**config.mk**
```make
export PLATFORM = sky130hd
export DESIGN_NAME = uart_rx_frame
export DESIGN_NICKNAME = d
export VERILOG_FILES = /design/src/rtl/uart_pkg.sv /design/src/rtl/uart_rx_bit_sampler.sv /design/src/rtl/uart_rx_frame.sv
export SDC_FILE = /design/constraint.sdc
export NUM_CORES = 1
export LEC_CHECK = 0
export BUFFER_PORTS_ARGS = -buffer_cell sky130_fd_sc_hd__buf_2
export CAP_MARGIN = 20
export CELL_PAD_IN_SITES_DETAIL_PLACEMENT = 0
export CELL_PAD_IN_SITES_GLOBAL_PLACEMENT = 2
export CORE_MARGIN = 4
export CORE_UTILIZATION = 42
export DETAILED_ROUTE_END_ITERATION = 7
export HOLD_SLACK_MARGIN = 0.12
export PLACE_DENSITY = 0.8
export SKIP_LAST_GASP = 1
export SYNTH_ARGS = -nofsm -noshare
export SYNTH_HDL_FRONTEND = slang
export SYNTH_SLANG_ARGS = --single-unit
```
**constraint.sdc**
```tcl
create_clock -name sys_clk -period 3.8 [get_ports sys_clk]
set_clock_uncertainty 0.15 [all_clocks]
set_input_delay 0.19 -clock sys_clk [delete_from_list [all_inputs] [get_ports sys_clk]]
set_output_delay 0.19 -clock sys_clk [all_outputs]
set_load 0.01 [all_outputs]
```
**src/rtl/uart_pkg.sv**
```systemverilog
// Shared definitions for the parametrised UART receiver: parity modes,
// receiver state encoding, bit timing helper and parameter legality check.
package uart_pkg;

   localparam int PAR_NONE = 0;
   localparam int PAR_ODD  = 1;
   localparam int PAR_EVEN = 2;

   typedef enum logic [2:0] {
      ST_IDLE,
      ST_START,
      ST_DATA,
      ST_PARITY,
      ST_STOP,
      ST_BREAK_WAIT
   } rx_state_t;

   function automatic int bit_cycles(input int clk, input int baud);
      return (baud > 0) ? clk / baud : 0;
   endfunction

   function automatic bit params_ok(input int clk, input int baud, input int data_bits,
                                    input int parity, input int stop_bits, input int sync_stages);
      return (bit_cycles(clk, baud) >= 4) &&
             (data_bits >= 5) && (data_bits <= 9) &&
             (parity >= PAR_NONE) && (parity <= PAR_EVEN) &&
             (stop_bits >= 1) && (stop_bits <= 2) &&
             (sync_stages >= 2);
   endfunction

endpackage

```
**src/rtl/uart_rx_bit_sampler.sv**
```systemverilog
// RX line front end: synchroniser, start-edge detector and per-bit
// counter producing a 3-sample majority-voted bit value at MID+1.
module uart_rx_bit_sampler
   import uart_pkg::*;
#(
   parameter int BIT_CYCLES  = 28,
   parameter int SYNC_STAGES = 2
) (
   input  logic sys_clk,
   input  logic sys_rst_n,
   input  logic rx,
   input  logic restart,
   output logic rx_sync,
   output logic fall_edge,
   output logic bit_valid,
   output logic bit_value,
   output logic bit_end
);

   localparam int CNT_W = $clog2(BIT_CYCLES + 1);
   localparam int MID   = BIT_CYCLES / 2;

   logic [SYNC_STAGES-1:0] sync_chain;
   logic [SYNC_STAGES-1:0] primed;
   logic                   rx_prev;
   logic [CNT_W-1:0]       cnt;
   logic                   sample_early;
   logic                   sample_mid;

   // The edge history only takes real line samples once the reset ones have
   // drained out of the chain, so a line held low from reset never looks like a start.
   always_ff @(posedge sys_clk or negedge sys_rst_n) begin
      if (!sys_rst_n) begin
         sync_chain <= '1;
         primed     <= '0;
         rx_prev    <= 1'b0;
      end else begin
         sync_chain <= {sync_chain[SYNC_STAGES-2:0], rx};
         primed     <= {primed[SYNC_STAGES-2:0], 1'b1};
         rx_prev    <= rx_sync & primed[SYNC_STAGES-1];
      end
   end

   assign rx_sync   = sync_chain[SYNC_STAGES-1];
   assign fall_edge = rx_prev & ~rx_sync;

   always_ff @(posedge sys_clk or negedge sys_rst_n) begin
      if (!sys_rst_n) begin
         cnt          <= '0;
         sample_early <= 1'b1;
         sample_mid   <= 1'b1;
      end else begin
         if (restart || (cnt == CNT_W'(BIT_CYCLES - 1)))
            cnt <= '0;
         else
            cnt <= cnt + CNT_W'(1);
         if (cnt == CNT_W'(MID - 1))
            sample_early <= rx_sync;
         if (cnt == CNT_W'(MID))
            sample_mid <= rx_sync;
      end
   end

   assign bit_valid = (cnt == CNT_W'(MID + 1));
   assign bit_end   = (cnt == CNT_W'(BIT_CYCLES - 1));
   assign bit_value = (sample_early & sample_mid) | (sample_early & rx_sync) | (sample_mid & rx_sync);

endmodule

```
**src/rtl/uart_rx_frame.sv**
```systemverilog
// Parametrised UART frame receiver with parity, framing and break detection;
// completes at the middle of the final stop bit so back-to-back frames are kept.
module uart_rx_frame
   import uart_pkg::*;
#(
   parameter int CLK_FREQ    = 84_000_000,
   parameter int BAUD_RATE   = 3_000_000,
   parameter int DATA_BITS   = 8,
   parameter int PARITY      = 0,
   parameter int STOP_BITS   = 1,
   parameter int SYNC_STAGES = 2
) (
   input  logic                 sys_clk,
   input  logic                 sys_rst_n,
   input  logic                 rx,
   output logic [DATA_BITS-1:0] rx_data,
   output logic                 rx_data_valid,
   output logic                 rx_parity_error,
   output logic                 rx_frame_error,
   output logic                 rx_break,
   output logic                 rx_busy
);

   localparam int BIT_CYCLES = bit_cycles(CLK_FREQ, BAUD_RATE);
   localparam int IDX_W      = $clog2(DATA_BITS + 1);

   if (!params_ok(CLK_FREQ, BAUD_RATE, DATA_BITS, PARITY, STOP_BITS, SYNC_STAGES)) begin : g_bad_params
      $error("uart_rx_frame: parameter set out of range");
   end

   rx_state_t            state, next_state;
   logic                 rx_sync, fall_edge, bit_valid, bit_value, bit_end;
   logic                 restart;
   logic [DATA_BITS-1:0] shift_reg;
   logic [IDX_W-1:0]     bit_idx;
   logic                 stop_idx;
   logic                 par_bit;
   logic                 frame_err_q;
   logic                 last_stop, is_break, par_xor, parity_err;
   logic                 frame_begin, shift_en, par_capture, stop_sample, frame_done;

   uart_rx_bit_sampler #(
      .BIT_CYCLES (BIT_CYCLES),
      .SYNC_STAGES(SYNC_STAGES)
   ) u_sampler (
      .sys_clk  (sys_clk),
      .sys_rst_n(sys_rst_n),
      .rx       (rx),
      .restart  (restart),
      .rx_sync  (rx_sync),
      .fall_edge(fall_edge),
      .bit_valid(bit_valid),
      .bit_value(bit_value),
      .bit_end  (bit_end)
   );

   assign last_stop  = (STOP_BITS == 1) || stop_idx;
   assign is_break   = (shift_reg == '0) && !par_bit && !bit_value;
   assign par_xor    = (^shift_reg) ^ par_bit;
   assign parity_err = (PARITY == PAR_ODD)  ? ~par_xor :
                       (PARITY == PAR_EVEN) ?  par_xor : 1'b0;

   always_ff @(posedge sys_clk or negedge sys_rst_n) begin
      if (!sys_rst_n)
         state <= ST_IDLE;
      else
         state <= next_state;
   end

   always_comb begin
      next_state = state;
      case (state)
         ST_IDLE:
            if (fall_edge) next_state = ST_START;
         ST_START:
            if (bit_valid) next_state = bit_value ? ST_IDLE : ST_DATA;
         ST_DATA:
            if (bit_valid && (bit_idx == IDX_W'(DATA_BITS - 1)))
               next_state = (PARITY != PAR_NONE) ? ST_PARITY : ST_STOP;
         ST_PARITY:
            if (bit_valid) next_state = ST_STOP;
         ST_STOP:
            if (bit_valid && last_stop) next_state = is_break ? ST_BREAK_WAIT : ST_IDLE;
         ST_BREAK_WAIT:
            if (bit_end && rx_sync) next_state = ST_IDLE;
         default:
            next_state = ST_IDLE;
      endcase
   end

   // Entering break-wait and every low sample inside it restart the bit
   // counter, so leaving requires one uninterrupted high bit time.
   always_comb begin
      frame_begin = (state == ST_IDLE) && fall_edge;
      shift_en    = (state == ST_DATA) && bit_valid;
      par_capture = (state == ST_PARITY) && bit_valid;
      stop_sample = (state == ST_STOP) && bit_valid;
      frame_done  = stop_sample && last_stop;
      restart     = frame_begin || (frame_done && is_break) ||
                    ((state == ST_BREAK_WAIT) && !rx_sync);
   end

   always_ff @(posedge sys_clk or negedge sys_rst_n) begin
      if (!sys_rst_n) begin
         shift_reg       <= '0;
         bit_idx         <= '0;
         stop_idx        <= 1'b0;
         par_bit         <= 1'b0;
         frame_err_q     <= 1'b0;
         rx_data         <= '0;
         rx_data_valid   <= 1'b0;
         rx_parity_error <= 1'b0;
         rx_frame_error  <= 1'b0;
         rx_break        <= 1'b0;
      end else begin
         rx_data_valid   <= frame_done;
         rx_parity_error <= 1'b0;
         rx_frame_error  <= 1'b0;
         rx_break        <= 1'b0;
         if (frame_begin) begin
            bit_idx     <= '0;
            stop_idx    <= 1'b0;
            par_bit     <= 1'b0;
            frame_err_q <= 1'b0;
         end
         if (shift_en) begin
            shift_reg <= {bit_value, shift_reg[DATA_BITS-1:1]};
            bit_idx   <= bit_idx + IDX_W'(1);
         end
         if (par_capture)
            par_bit <= bit_value;
         if (stop_sample && !last_stop) begin
            stop_idx <= 1'b1;
            if (!bit_value) frame_err_q <= 1'b1;
         end
         if (frame_done) begin
            rx_data         <= shift_reg;
            rx_parity_error <= parity_err;
            rx_frame_error  <= frame_err_q | ~bit_value;
            rx_break        <= is_break;
         end
      end
   end

   assign rx_busy = (state != ST_IDLE);

endmodule

```
==> results of run 1 <==
-- synthesized netlist by cell type (2+ instances only) --
| library cell | number | area (sq um) |
|---|---|---|
| a22o_1 | 2 | 17.5 |
| and3_1 | 2 | 12.5 |
| buf_2 | 2 | 10.0 |
| clkbuf_1 | 2 | 7.51 |
| conb_1 | 2 | 7.51 |
| dfrtp_1 | 35 | 876 |
| dfstp_2 | 4 | 105 |
| ha_1 | 5 | 62.6 |
| inv_1 | 6 | 22.5 |
| mux2_2 | 19 | 214 |
| nand2_1 | 5 | 18.8 |
| nand2b_1 | 2 | 12.5 |
| nand3_1 | 2 | 10.0 |
| nor2_1 | 6 | 22.5 |
| nor3_1 | 6 | 30.0 |
| o21ai_0 | 6 | 30.0 |
| or3_1 | 2 | 12.5 |
| or4_1 | 2 | 15.0 |
| xnor2_1 | 2 | 17.5 |
-- placed cells by master (no fill, tap or decap), drive strengths merged, types with 2 or more instances in the layout --
cell         instances
a22o                 2
and3                 2
buf                 15
clkbuf               8
conb                 2
dfrtp               35
dfstp                4
dlygate4sd3          2
ha                   5
inv                  6
mux2                19
nand2                5
nand2b               2
nand3                2
nor2                 6
nor3                 6
o21ai                7
or3                  3
or4                  2
xnor2                2
-- worst paths after layout --
path                                          startpoint                            end  cells past startpoint  slack [ps]
setup / recovery              u_sampler.cnt[0]$_DFF_PN0_     u_sampler.cnt[2]$_DFF_PN0_                      8        1330
hold / removal             u_sampler.primed[0]$_DFF_PN0_  u_sampler.primed[1]$_DFF_PN0_                      0         200
setup reg to reg              u_sampler.cnt[0]$_DFF_PN0_     u_sampler.cnt[2]$_DFF_PN0_                      8        1330
hold reg to reg            u_sampler.primed[0]$_DFF_PN0_  u_sampler.primed[1]$_DFF_PN0_                      0         200
max in group asynchronous                      sys_rst_n       shift_reg[1]$_DFFE_PN0P_                      2        2560
min in group asynchronous                      sys_rst_n     u_sampler.cnt[1]$_DFF_PN0_                      2         410
-- final cells by class --
type                    count  area share (%)
repair buffers             17            4.97
well taps                  50            3.18
flip-flops and latches     39            49.9
clock buffers               8            5.10
inverters                   6            1.15
multi-input cells          88            35.7
-- routing by layer --
layer	track usage, %	part of all wire (%)
met2	21.9	49
met1	17.6	45
met5	0	0
met3	4.71	4.3
met4	5.85	1.6
-- logic make-up after synthesis --
| kind of cell | Yosys count | share of synthesized area [%] |
|---|---|---|
| simple gates | 40 | 13.9 |
| xor+xnor | 3 | 1.52 |
| other cells | 2 | 0.434 |
| mux | 19 | 12.4 |
| fa+ha+maj | 6 | 4.19 |
| buf+inv | 12 | 3.25 |
| compound gates | 18 | 7.73 |
| flops | 39 | 56.6 |
-- worst max-delay path: stages, from the launching register on --
cell and delay (ps):
dfrtp_1 420, ha_1 230, and3_1 170, ha_1 300, nor4bb_2 350, buf_4 240
nand2b_1 110, o21ai_2 270, nor3_1 100
-- timing repair --
item	CTS	global route
endpoints found under the setup margin	0	0
gates resized for setup	0	0
hold buffers	2	0
hold endpoints to repair	36	0
-- power by group through the flow --
| stage | clock (uW) | combinational, uW | sequential (uW) |
|---|---|---|---|
| 2_1_floorplan | 0 | 189 | 513 |
| 3_3_place_gp | 0 | 220 | 542 |
| 3_5_place_dp | 0 | 224 | 547 |
| 4_1_cts | 310 | 228 | 538 |
| 5_1_grt | 330 | 259 | 549 |
| 6_report | 298 | 222 | 538 |
-- stage by stage --
stage / utilization (%) / worst slack, ps / total power (uW)
6_report: 49.1 / 1330 / 1060
3_3_place_gp: 46.1 / 1440 / 762
5_1_grt: 49.1 / 1100 / 1140
2_1_floorplan: - / 1630 / 702
3_5_place_dp: 46.1 / 1350 / 771
4_1_cts: 49.1 / 1310 / 1080
==> results.md, run 1 <==
* Finished layout cell area at 1960 sq um
* CTS tree: yes
* Setup TNS at 0 ps
* Ys async rst share at 100%
* Power share of the sequential group at 50.9%
* Die Area at ~5200 sq um
* Critical Path AT at ~2500 ps
* First-pass GRT wire length at 5590 um
* Layout cells sized above 1 at 34.2%
* Switching share of power at between 20% and 30%
* Worst skew pair latency at between 200 and 300 ps
* Placed cell areas at about 1800 sq um
* Leak at 0.000981 uW
* Internal at 748 uW
* Total grt overflow at 0
* Critical path type: register to register
* Starting density of the core at 43.3%
* Rows at 23
* RSZ-0062 raised after global routing: no
* Synth Instances at between 100 and 150
* Worst-path maximum fanout at 10
* FILL cells at 357
* DRC at 0
* Worst-margin pin slew at around 860 ps
* Vias in the first global route at 1179
* Register Area at 981 sq um
* Die width at 72.2 um
* Yosys reg bits at 39
* Total GRT Usage at 14.0%
* Detailed Route Iter0 Violations at 99
* Total CTS buffers at 5
* Setup bufs post-CTS at 0
* Part of the Yosys area used for sequential elements at about 57%
* Period Utilization, post-route at 65.0%
* Part of the power in combinational logic at 21.0%
* Mapped Avg Cell Area at 12.5 sq um
* Vias per cell at 5.30
* Yosys cell types at 46
* Count of final setup violators at 0
* Placer congestion estimate at 0.759
* Post-route antenna net violation count at 0
* Synth Cell Area at 1730 sq um
* Max Cap Viol at 0
* Router iterations before antenna repair at 4
* Max Slew Vio Count at 0
* Core ar. at 4000 sq um
* Yosys warns at 0
* Vias at 1102
* IO buf count at 14
* Pin count of the biggest net entering global routing at 40
* Chip height at 72.2 um
* Worst rel slew slack at about 43%
* Root buffer cell: clkbuf_8
* Mapped Nets at 147
* Req. time, crit path at 3800 ps
* CP Launch Type: register
* Worst IR drop on VDD at approximately 0.00025 V
* Average wire per standard cell at between 15 and 20 um
* Outcome: finished, final reports clean
* HPWL Detailed at 2250 um
* Crit path capture type: register
* Net count, final at approximately 170
* Layout overhead on the synthesized area at 13.4%
* Fmax at ~410 MHz
* Placed cells at 198
* CTS HTree Levels at 2
* Clk sink count at 39
* Initial antenna violation count at 0
* WHS at 201 ps
* Number of synthesized flops with an enable pin at 0
* Worst Hold Class: register to register
* ANT cells at 0
* Count of final hold-check violations at 0
* Fin cells at 208
* Min cycle time layout at 2470 ps
* CTS Buffer Depth at 2
* Clock share of power at 28.1%
* PwrDens at 539 nW/um^2
* Main flop type after synthesis: dfrtp_1
* Routed WL at 3150 um
* Multi-input gate area at approximately 700 sq um
* P_sw at 309 uW
* # IOs at 16
* CTS clk-pin slew, worst paths at approximately 80 ps
Power figures use the tool's default switching activity.
==> inputs of run 2 (changes only) <==
Settings changed: CORE_UTILIZATION 42 to 39, PLACE_DENSITY 0.8 to 0.75.
Clock period 3.8 ns to 2.55 ns, I/O delays scaled along.
==> results.md, run 2 (same netlist as run 1, synthesis figures left out) <==
* Layout overhead on the synthesized area at 13.8%
* Req. time, crit path at 2580 ps
* RSZ-0062 raised after global routing: no
* Worst reg2reg endpoint: rx_data[5]$_DFFE_PN0N_
* Outcome: finished, final reports clean
* Pin count of the biggest net entering global routing at 40
* First-pass GRT wire length at 5350 um
* Routed WL at 3150 um
* Hold Crit Endpoint: u_sampler.primed[1]$_DFF_PN0_
* Flop2flop setup slack at roughly 270 ps
* Worst path cell trace: ha_1 > and3_1 > ha_2 > nor4bb_2 > buf_4 > mux2_2
* R2R depth at 6
* Chip height at 74.6 um
* Detailed Route Iter0 Violations at 51
* Die Area at 5570 sq um
* FILL cells at 408
* Crit path capture type: register
* Rows at 23
* Max incr delay on CP at 420 ps
* DRC at 0
* WHS at 203 ps
* Reg2reg start: u_sampler.cnt[0]$_DFF_PN0_
* Fmax at 438 MHz
* Max Slew Vio Count at 0
* Period Utilization, post-route at about 90%
* Worst rel slew slack at 43.8%
* # IOs at 16
* Worst Hold Class: register to register
* Clk sink count at 39
* Setup TNS at 0 ps
* Net count, final at about 170
* Post-route antenna net violation count at 0
* IO buf count at 14
* CTS clk-pin slew, worst paths at 70 ps
* Worst skew pair latency at ~290 ps
* HPWL Detailed at 2200 um
* WHS Path Cells at 0
* Starting density of the core at a little over two fifths
* Average wire per standard cell at 15.1 um
* Vias at 1091
* CTS tree: yes
* CTS HTree Levels at 2
* Critical Path AT at approximately 2300 ps
* Placer congestion estimate at 0.862
* Register Area at 981 sq um
* Worst Hold Launch: u_sampler.primed[0]$_DFF_PN0_
* Router iterations before antenna repair at 4
* Layout cells sized above 1 at 35.4%
* Max Cap Viol at 0
* Worst-margin pin slew at 843 ps
* Core ar. at 4140 sq um
* CP bufs+invs at 1
* Min cycle time layout at 2280 ps
* Count of final setup violators at 0
* Root buffer cell: clkbuf_8
* CP max stage cell: dfrtp_1
* Vias in the first global route at about 1.1k
* Worst IR drop on VDD at approximately 0.00038 V
* Total GRT Usage at 12.8%
* PwrDens at 810 nW/um^2
* Total CTS buffers at 5
* Commonest non-fill, non-tap cell in the layout: dfrtp_1
* Initial antenna violation count at 0
* Setup bufs post-CTS at 0
* Critical path type: register to register
* CP Launch Type: register
* Die width at ~75 um
* Total grt overflow at 0
* Most frequent cells in the layout: dfrtp_1, mux2_2, buf_2
* Leak at 0.000978 uW
* Worst-path maximum fanout at 9
* Vias per cell at 5.25
* Count of final hold-check violations at 0
* Cell family with most CP delay: simple AND/OR/NAND/NOR gates
* ANT cells at 0
* Multi-input gate area at 703 sq um
* CTS Buffer Depth at 2
==> run 2: changes by cell type in the layout (fill, tap and decap cells not counted) <==
cell and delta:
ha_1 -1, ha_2 +1, clkinvlp_4 +1, clkbuf_1 -1
==> run 2: worst reg2reg max path: cells and delay by family (launching register included) <==
family	cells	cell delay [ps]
fa+ha+maj	2	490
buf+inv	1	240
flops	1	420
mux	1	350
simple gates	2	520
==> run 2: what timing repair did <==
item / 4_1_cts / 5_1_grt
setup endpoints to repair: 0 / 4
resized for setup: 0 / 1
hold buffers: 2 / 0
hold endpoints to repair: 36 / 0
==> run 2: final cells by class <==
cell class              count  share of cell area (%)
flip-flops and latches     39                    49.8
multi-input cells          88                    35.7
clock buffers               7                    4.89
clock inverters             1                   0.381
well taps                  50                    3.17
inverters                   6                    1.14
repair buffers             17                    4.95
==> run 2: stage by stage <==
step                      std cells  cell area [sq um]  setup WS, ps  total power (uW)  util [%]
after global placement          198               1840           265              1140      44.5
after detailed placement        198               1840           180              1140      44.5
final                           208               1970           267              1600      47.6
after floorplan                 139               1730           378              1050         -
after CTS                       208               1970           165              1610      47.5
after global routing            208               1970          85.5              1700      47.6
==> run 2: report_power, final <==
part | leakage (uW) | internal [uW] | switching (uW)
clock network | 0.0000505 | 246 | 214
registers | 0.000514 | 708 | 98.2
logic | 0.000414 | 161 | 168
==> run 2: worst max-delay path by stage <==
| stage | slack (ps) | endpoint | startpoint | depth (start not counted) |
|---|---|---|---|---|
| 2_1_floorplan | 380 | u_sampler.cnt[2]$_DFF_PN0_ | u_sampler.cnt[0]$_DFF_PN0_ | 8 |
| 3_3_place_gp | 260 | rx_data[6]$_DFFE_PN0N_ | u_sampler.cnt[0]$_DFF_PN0_ | 6 |
| 3_5_place_dp | 180 | rx_data[4]$_DFFE_PN0N_ | u_sampler.cnt[0]$_DFF_PN0_ | 6 |
| 4_1_cts | 160 | rx_data[6]$_DFFE_PN0N_ | u_sampler.cnt[0]$_DFF_PN0_ | 6 |
| 5_1_grt | 90 | u_sampler.cnt[3]$_DFF_PN0_ | u_sampler.cnt[0]$_DFF_PN0_ | 7 |
| 6_report | 270 | rx_data[5]$_DFFE_PN0N_ | u_sampler.cnt[0]$_DFF_PN0_ | 6 |
==> run 2: per-layer routing <==
| layer | routed length [um] | vias to the layer above | part of all wire (%) | global-route usage (%) |
|---|---|---|---|---|
| met5 | 0 | - | 0 | 0 |
| met3 | 129 | 6 | 4.1 | 4.54 |
| met4 | 53 | 0 | 1.7 | 4.74 |
| li1 | - | 526 | - | - |
| met1 | 1530 | 545 | 49 | 18.1 |
| met2 | 1430 | 14 | 45 | 18.1 |
